--- src/rtl/sfp_accumulator_pkg.sv ---
// Shared types and constants for the sfp post-processor.
// FSM state encoding and signed psum range helpers.
package sfp_accumulator_pkg;

  typedef enum logic [1:0] {
    IDLE = 2'd0,
    ACC  = 2'd1,
    OUT  = 2'd2
  } state_t;

  function automatic int psum_max(input int bw);
    return (1 << (bw - 1)) - 1;
  endfunction

  function automatic int psum_min(input int bw);
    return -(1 << (bw - 1));
  endfunction

endpackage

--- src/rtl/sfp_lane.sv ---
// One accumulator lane: saturating add, clear, ReLU output.
// Ports: i_clr/i_add/i_last control, i_psum in, o_out result, o_sat clamp.
module sfp_lane
  import sfp_accumulator_pkg::*;
#(
  parameter int psum_bw = 16
) (
  input  logic               clk,
  input  logic               reset,
  input  logic               i_clr,
  input  logic               i_add,
  input  logic               i_last,
  input  logic               i_relu,
  input  logic [psum_bw-1:0] i_psum,
  output logic [psum_bw-1:0] o_out,
  output logic               o_sat
);

  localparam int MAX_I = psum_max(psum_bw);
  localparam int MIN_I = psum_min(psum_bw);
  localparam logic [psum_bw-1:0] MAXV = MAX_I[psum_bw-1:0];
  localparam logic [psum_bw-1:0] MINV = MIN_I[psum_bw-1:0];

  logic [psum_bw-1:0] r_acc;
  logic [psum_bw-1:0] r_out;
  logic [psum_bw:0]   w_sum;
  logic [psum_bw-1:0] w_sat_sum;
  logic               w_neg;

  assign w_sum = {r_acc[psum_bw-1], r_acc}
               + {i_psum[psum_bw-1], i_psum};

  // Top two bits disagree only when the sum left the psum range.
  assign o_sat = w_sum[psum_bw] ^ w_sum[psum_bw-1];

  always_comb begin
    w_sat_sum = w_sum[psum_bw-1:0];
    if (o_sat) begin
      w_sat_sum = w_sum[psum_bw] ? MINV : MAXV;
    end
  end

  assign w_neg = w_sat_sum[psum_bw-1];
  assign o_out = r_out;

  always_ff @(posedge clk or posedge reset) begin
    if (reset) begin
      r_acc <= '0;
      r_out <= '0;
    end else if (i_clr) begin
      r_acc <= '0;
    end else if (i_add) begin
      r_acc <= w_sat_sum;
      if (i_last) begin
        r_out <= (i_relu && w_neg) ? '0 : w_sat_sum;
      end
    end
  end

endmodule

--- src/rtl/sfp_accumulator.sv ---
// Accumulates num_acc psum vectors per job, saturating, optional ReLU.
// Ports: start/num_acc/relu_en, psum valid/ready in, sfp valid/ready out.
module sfp_accumulator
  import sfp_accumulator_pkg::*;
#(
  parameter int col     = 8,
  parameter int psum_bw = 16,
  parameter int CNT_W   = 8
) (
  input  logic                   clk,
  input  logic                   reset,
  input  logic                   start,
  input  logic [CNT_W-1:0]       num_acc,
  input  logic                   relu_en,
  input  logic [col*psum_bw-1:0] psum_in,
  input  logic                   psum_valid,
  output logic                   psum_ready,
  output logic [col*psum_bw-1:0] sfp_out,
  output logic                   sfp_valid,
  input  logic                   sfp_ready,
  output logic                   busy,
  output logic                   ovf
);

  state_t           r_state;
  state_t           w_next;
  logic [CNT_W-1:0] r_cnt;
  logic [CNT_W-1:0] r_num;
  logic             r_relu;
  logic             r_ovf;
  logic             w_start_ok;
  logic             w_clr;
  logic             w_beat;
  logic             w_last;
  logic [col-1:0]   w_sat;

  assign w_start_ok = start && (num_acc != '0);

  always_ff @(posedge clk or posedge reset) begin
    if (reset) r_state <= IDLE;
    else       r_state <= w_next;
  end

  always_comb begin
    w_next = r_state;
    w_clr  = 1'b0;
    w_beat = 1'b0;
    w_last = 1'b0;
    unique case (r_state)
      IDLE: begin
        if (w_start_ok) begin
          w_clr  = 1'b1;
          w_next = ACC;
        end
      end
      ACC: begin
        if (psum_valid) begin
          w_beat = 1'b1;
          if (r_cnt == r_num - 1'b1) begin
            w_last = 1'b1;
            w_next = OUT;
          end
        end
      end
      OUT: begin
        if (sfp_ready) begin
          if (w_start_ok) begin
            w_clr  = 1'b1;
            w_next = ACC;
          end else begin
            w_next = IDLE;
          end
        end
      end
      default: w_next = IDLE;
    endcase
  end

  always_ff @(posedge clk or posedge reset) begin
    if (reset) begin
      r_cnt  <= '0;
      r_num  <= '0;
      r_relu <= 1'b0;
      r_ovf  <= 1'b0;
    end else if (w_clr) begin
      r_cnt  <= '0;
      r_num  <= num_acc;
      r_relu <= relu_en;
      r_ovf  <= 1'b0;
    end else if (w_beat) begin
      r_cnt <= r_cnt + 1'b1;
      if (|w_sat) r_ovf <= 1'b1;
    end
  end

  genvar g;
  generate
    for (g = 0; g < col; g++) begin : g_lane
      sfp_lane #(
        .psum_bw(psum_bw)
      ) u_lane (
        .clk   (clk),
        .reset (reset),
        .i_clr (w_clr),
        .i_add (w_beat),
        .i_last(w_last),
        .i_relu(r_relu),
        .i_psum(psum_in[psum_bw*g +: psum_bw]),
        .o_out (sfp_out[psum_bw*g +: psum_bw]),
        .o_sat (w_sat[g])
      );
    end
  endgenerate

  assign psum_ready = (r_state == ACC);
  assign sfp_valid  = (r_state == OUT);
  assign busy       = (r_state != IDLE);
  assign ovf        = r_ovf;

endmodule

--- config.mk ---
export PLATFORM = sky130hd
export DESIGN_NAME = sfp_accumulator
export DESIGN_NICKNAME = d
export VERILOG_FILES = /design/src/rtl/sfp_accumulator_pkg.sv /design/src/rtl/sfp_lane.sv /design/src/rtl/sfp_accumulator.sv
export SDC_FILE = /design/constraint.sdc
export NUM_CORES = 1
export LEC_CHECK = 0
export BUFFER_PORTS_ARGS = -buffer_cell sky130_fd_sc_hd__buf_4
export CORE_MARGIN = 3
export CORE_UTILIZATION = 58
export DETAILED_ROUTE_END_ITERATION = 7
export PLACE_DENSITY_LB_ADDON = 0.15
export SYNTH_ARGS = -nofsm -noshare
export SYNTH_HDL_FRONTEND = slang
export SYNTH_SLANG_ARGS = --single-unit
--- constraint.sdc ---
create_clock -name clk -period 12.5 [get_ports clk]
set_input_delay 2.5 -clock clk [delete_from_list [all_inputs] [get_ports clk]]
set_output_delay 2.5 -clock clk [all_outputs]
set_load 0.01 [all_outputs]
* After elaboration in Yosys (flattened, before gate mapping)
Cells that the tools add are included.
** Storage, ports and cells
- Flip-flop bits (word level) :: 276
- Latch bits :: 0
- RAM bits :: 0
- ROM bits :: 0
- Input bits :: 142
- Output and inout bits :: 132
- Logic and storage cells :: 124
- Memories kept :: 0
** Operators by class
- $add $sub $neg :: 10
- $mul :: 0
- Divide/modulo/power cells :: 0
- $lt $le $gt $ge :: 0
- Equal/unequal tests :: 7
- Shift operators :: 0
- Multiplexer cells :: 59
- Bitwise logic cells :: 9
- Reductions and logical operators :: 18
** Operators by type and width (count)
- 2-to-1 mux 16 bit :: 40
- adder 16 x 16 -> 17 bit :: 8
- 2-to-1 mux 8 bit :: 2
- 2-to-1 mux 1 bit :: 11
- logical AND 1 bit :: 9
- adder 8 x 1 -> 8 bit (second input constant) :: 1
- == test 8 bit :: 1
- 2-to-1 mux 2 bit :: 4
- nonzero test 8 bit :: 1
- OR reduction 8 bit :: 1
- subtractor 8 x 1 -> 8 bit (second input constant) :: 1
- XOR 1 bit :: 8
- case mux 2 bit (3 select lines) :: 1
- nonzero test 2 bit :: 3
- inequality test 2 x 1 -> 1 bit (second input constant) :: 2
- inequality test 2 bit (second input constant) :: 2
- AND reduction 4 bit :: 1
- AND reduction 3 bit :: 1
- == test 2 x 1 -> 1 bit (second input constant) :: 1
- == test 2 bit (second input constant) :: 1
- zero test 2 bit :: 1
- case mux 1 bit (2 select lines) :: 1
- AND reduction 2 bit :: 1
- inverter 1 bit :: 1

* Logic depth before layout (Yosys ltp)
- Depth in word-level cells :: 7
- Mapped depth :: 13
- Gate-level depth less buffers :: 11

* By module
From an unflattened synthesis, not the netlist that was laid out.
** Second synthesis, totals
- Cells, all modules :: 2138
- Area, all modules :: 19274.7 um^2
** By module, submodules not included
- sfp_lane (g_lane[4].u_lane ...) :: instances 4, cells each 238, area an instance 2203.4 um^2, seq. area each 800.8 um^2
- sfp_lane (g_lane[1].u_lane ...) :: instances 3, cells each 268, area an instance 2357.3 um^2, seq. area each 800.8 um^2
- sfp_lane (g_lane[0].u_lane) :: instances 1, cells each 261, area an instance 2195.9 um^2, seq. area each 800.8 um^2
- sfp_accumulator :: instances 1, cells each 121, area an instance 1193.6 um^2, seq. area each 500.5 um^2

* Worst setup path before layout
Ideal clock, no wire load.
- Kind :: input port to flip-flop
- Start point :: input port psum_in[16]
- End point :: register g_lane[1].u_lane.r_out[10]
- Setup time :: 151 ps
- Arrival :: 4944 ps
- Required time :: 12349 ps
- Path slack :: 7405 ps
- Cell stages on the path :: 11
- Path buffers :: 1
- Path through :: ha_1 fa_1 a211oi_2 o21bai_1 a21o_1 a221oi_4 o21ai_2 and2_1 clkbuf_1 a211oi_4 a211oi_2
** On the way
- Cells in the longest elaborated chain, start to end :: 5
- Elaborated cells between the ends (all ways) :: 6
- Those cells by class :: add/sub: 1; mux: 3; bitwise: 1; reduce/logical: 1
** Ends and longest elaborated chain
- from (decl) :: line sfp_accumulator.sv:15 : input logic [col*psum_bw-1:0] psum_in,
- adder 16 x 16 -> 17 bit (*) :: line sfp_lane.sv:31 : + {i_psum[psum_bw-1], i_psum};
- 2-to-1 mux 16 bit or XOR 1 bit (tied branches) :: line sfp_lane.sv:39, sfp_lane.sv:34
- 2-to-1 mux 16 bit (*) :: line sfp_lane.sv:38 : if (o_sat) begin
- logical AND 1 bit :: line sfp_lane.sv:55 : r_out <= (i_relu && w_neg) ? '0 : w_sat_sum;
- 2-to-1 mux 16 bit (*) :: line sfp_lane.sv:55
- to (signal assigned) :: line sfp_lane.sv:55
- to (decl) :: line sfp_lane.sv:25 : logic [psum_bw-1:0] r_out;
Every way passes the cells marked *; elsewhere a longest branch is shown, timed or not.
A chain may end at the register's enable or synchronous reset.

* Worst setup path in the final report
- Start point :: input port psum_in[0]
- End point :: register g_lane[0].u_lane.r_acc[3]
** On the way
- Cells in the longest elaborated chain, start to end :: 5
- Elaborated cells between the ends (all ways) :: 6
- Those cells by class :: add/sub: 1; mux: 4; bitwise: 1
** Ends and longest elaborated chain
- adder 16 x 16 -> 17 bit (*) :: line sfp_lane.sv:31
- 2-to-1 mux 16 bit or XOR 1 bit (tied branches) :: line sfp_lane.sv:39, sfp_lane.sv:34
- 2-to-1 mux 16 bit (*) :: line sfp_lane.sv:38
- 2-to-1 mux 16 bit (*) :: line sfp_lane.sv:52 : end else if (i_add) begin
- 2-to-1 mux 16 bit (*) :: line sfp_lane.sv:50 : end else if (i_clr) begin
- to (signal assigned) :: line sfp_lane.sv:53 : r_acc <= w_sat_sum;
- to (decl) :: line sfp_lane.sv:24 : logic [psum_bw-1:0] r_acc;
Every way passes the cells marked *; elsewhere a longest branch is shown, timed or not. The select of a mux whose other input is x is not followed.

==> impl_metrics.json <==
{
  "status": "complete, no violations",
  "path_clk_slew_ns": 0.06,
  "rows": 64,
  "yosysTopAreaCell": "dfrtp_1",
  "antenna_found_initial": 1,
  "die_h_um": 183,
  "slew_headroom_pct": 17.4,
  "port_buffers": 273,
  "grt_max_degree": 92,
  "peakVddDrop_uv": 136,
  "drive_gt1_share_pct": 18.0,
  "hold_violations": 0,
  "layout.nets": 2524,
  "num-fill-cells": 2427,
  "wl_um": 50600,
  "synth.distinct_cells": 98,
  "synthFlopType": "dfrtp_1",
  "ctsLongestPathBuffers": 3,
  "ant_nets": 0,
  "cts_sinks": 276,
  "dp_slack_ns": 6.59,
  "min_period_ns": 5.34,
  "crit_required_ns": 12.88,
  "clk-insertion-delay-late_ns": 0.56,
  "fin_skew_ns": 0.00719,
  "min_period_over_period_pct": 42.7,
  "synth.top_cells.by_count": "dfrtp_1 (276), nand2_1 (249), o21ai_0 (231)",
  "synthArstFlopShare_pct": 100,
  "grt_pass1_wl_um": 81000,
  "grt_usage_pct": 29.3,
  "post_cts_buffers": 0,
  "ctsRootBufferMaster": "clkbuf_16",
  "reg2reg_slack_ns": 8.85,
  "n_antenna_cell": 0,
  "io_pins": 274,
  "multi_input_area_um2": 10600,
  "first_pass_iters": 5,
  "routedWlPerCell_um": 19.0,
  "ctsHoldBuffers": 0,
  "power.density_nw_per_um2": 300,
  "areaGrowthSynthToFinish_pct": 18.1,
  "die-area_um2": 33400,
  "rsz0062_at_grt": "no",
  "drc": 0,
  "place_hpwl_um": 35600,
  "cp-end-kind": "flip-flop",
  "drv_slew": 0,
  "tns_ns": 0,
  "syn_area_um2": 18100,
  "startpoint_type": "input port",
  "maxCapViolCount": 0,
  "setup_viol": 0,
  "vias": 16500,
  "setup_slack_ns": 7.16,
  "h-tree-depth": 1,
  "tightest_slew_ns": 1.23,
  "cts_tree": "built",
  "cp.arrival_ns": 5.72,
  "synth_edf_count": 0,
  "reg2reg_from": "g_lane[7].u_lane.r_acc[0]",
  "synth_top_area_share_pct": 38.1,
  "syn-instance-count": 2015,
  "gp_congestion": 0.952,
  "startpoint": "psum_in[0]",
  "crit_type": "in2reg",
  "finish.utilization_pct": 69.8,
  "avgSynthCellArea_um2": 8.99,
  "fin_hold_ws_ns": 0.473,
  "ys_seq_elements": 276,
  "die_width_um": 183,
  "reg2reg_depth": 11,
  "p_leak_uw": 0.0100,
  "grt_pass1_vias": 15800,
  "vias_per_cell": 6.19,
  "crit_fanout": 11,
  "mappedNetlistNets": 2295,
  "grt-ovfl-total": 0,
  "crit_path_end": "g_lane[0].u_lane.r_acc[3]",
  "synth_most_common_cell": "dfrtp_1",
  "core_um2": 30700,
  "max_freq_mhz": 187,
  "post_synth_main_area_contributors": "dfrtp_1 (38%), ha_1 (9.0%), o21ai_0 (6.4%), nand2_1 (5.2%), a21oi_1 (4.1%)",
  "synth-warning-count": 0,
  "cts_buffers": 31,
  "regToRegEndpoint": "g_lane[7].u_lane.o_out[2]",
  "hold_class": "reg2reg",
  "initial_core_util_pct": 59.1,
  "cts_repair_resize_count": 0,
  "drt_iter0_markers": 1260,
  "ys_seq_area_share_pct": 38.1,
  "seq_area_um2": 6910,
  "totalPowerFinal_uw": 6420
}
[sequential cells by signal, summed over array words and instances, names as in the netlist]
signal / count
ovf: 1
g_lane.u_lane.o_out: 128
r_cnt: 8
r_relu: 1
r_num: 8
g_lane.u_lane.r_acc: 128
r_state: 2
[power by group]
group	total, µW	internal (µW)	switching, µW
registers	1590	1310	281
logic	3910	1580	2320
clock network	927	558	369
total	6420	3450	2970
[cell families (layout without fill, tap and decap cells)]
| logic type | after synthesis | after routing | synth area share (%) |
|---|---|---|---|
| AOI/OAI and AO/OA | 717 | 717 | 25.9 |
| buffers and inverters | 131 | 383 | 3.24 |
| DFF | 276 | 276 | 38.1 |
| muxes | 5 | 5 | 0.380 |
| xor gates and xnor gates | 124 | 124 | 6.32 |
| adders and majority gates | 162 | 162 | 11.2 |
| and+or+nand+nor | 600 | 600 | 14.9 |
[through the flow]
step | std cells | cell area (µm²)
floorplan | 2015 | 18100
global placement | 2607 | 20300
detailed placement | 2607 | 20300
CTS | 2663 | 21400
global route | 2663 | 21400
finish | 2663 | 21400
[how the worst min path moves through the flow]
stage	start	to	slack (ns)	depth (start not counted)
2_1_floorplan	g_lane[0].u_lane.r_acc[10]	g_lane[0].u_lane.r_acc[10]	0.45	2
3_3_place_gp	g_lane[0].u_lane.o_out[13]	g_lane[0].u_lane.o_out[13]	0.46	2
3_5_place_dp	g_lane[0].u_lane.o_out[13]	g_lane[0].u_lane.o_out[13]	0.46	2
4_1_cts	g_lane[0].u_lane.o_out[13]	g_lane[0].u_lane.o_out[13]	0.48	2
5_1_grt	g_lane[0].u_lane.o_out[13]	g_lane[0].u_lane.o_out[13]	0.50	2
6_report	g_lane[0].u_lane.o_out[13]	g_lane[0].u_lane.o_out[13]	0.47	2
[area by class of cell]
class / instances / share of cell area (%)
multi-input combinational: 1608 / 49.7
sequential: 276 / 32.3
timing repair buffer: 285 / 10.0
clock buffer: 47 / 4.42
tap: 396 / 2.32
inverter: 42 / 0.772
clock inverter: 9 / 0.468
[routing by layer]
| layer | GRT usage (%) | wire (µm) | vias to the layer above |
|---|---|---|---|
| met5 | 0 | 20 | - |
| met4 | 7.08 | 1130 | 2 |
| met3 | 4.30 | 3520 | 77 |
| met2 | 49.3 | 23900 | 533 |
| met1 | 40.3 | 22100 | 8050 |
| li1 | - | - | 7828 |
[worst max-delay path, cell delays in order]
cell and delay, ns:
buf_4 0.12, ha_1 0.23, fa_1 0.44, a211oi_1 0.26, o211ai_1 0.13, a21oi_1 0.26, a21oi_1 0.15, o41a_1 0.40
o21ai_0 0.98, o21ai_0 0.24
[placed cells by master (no fill, tap or decap), types with 19 or more instances in the layout]
| master | synthesis | final |
|---|---|---|
| buf_4 | 8 | 285 |
| dfrtp_1 | 276 | 276 |
| nand2_1 | 249 | 248 |
| o21ai_0 | 231 | 231 |
| a21oi_1 | 150 | 150 |
| nor2_1 | 143 | 142 |
| ha_1 | 130 | 130 |
| nand3_1 | 77 | 77 |
| xnor2_1 | 74 | 74 |
| a21o_1 | 48 | 48 |
| xor2_1 | 43 | 43 |
| inv_1 | 41 | 40 |
| o211ai_1 | 34 | 34 |
| a22o_1 | 33 | 33 |
| clkbuf_16 | 0 | 31 |
| nor3_1 | 30 | 30 |
| a211oi_1 | 26 | 26 |
| o21a_1 | 25 | 25 |
| maj3_1 | 24 | 24 |
| a211oi_2 | 22 | 22 |
| o21ai_1 | 21 | 21 |
| a31oi_1 | 19 | 19 |
Power figures use the tool's default switching activity.
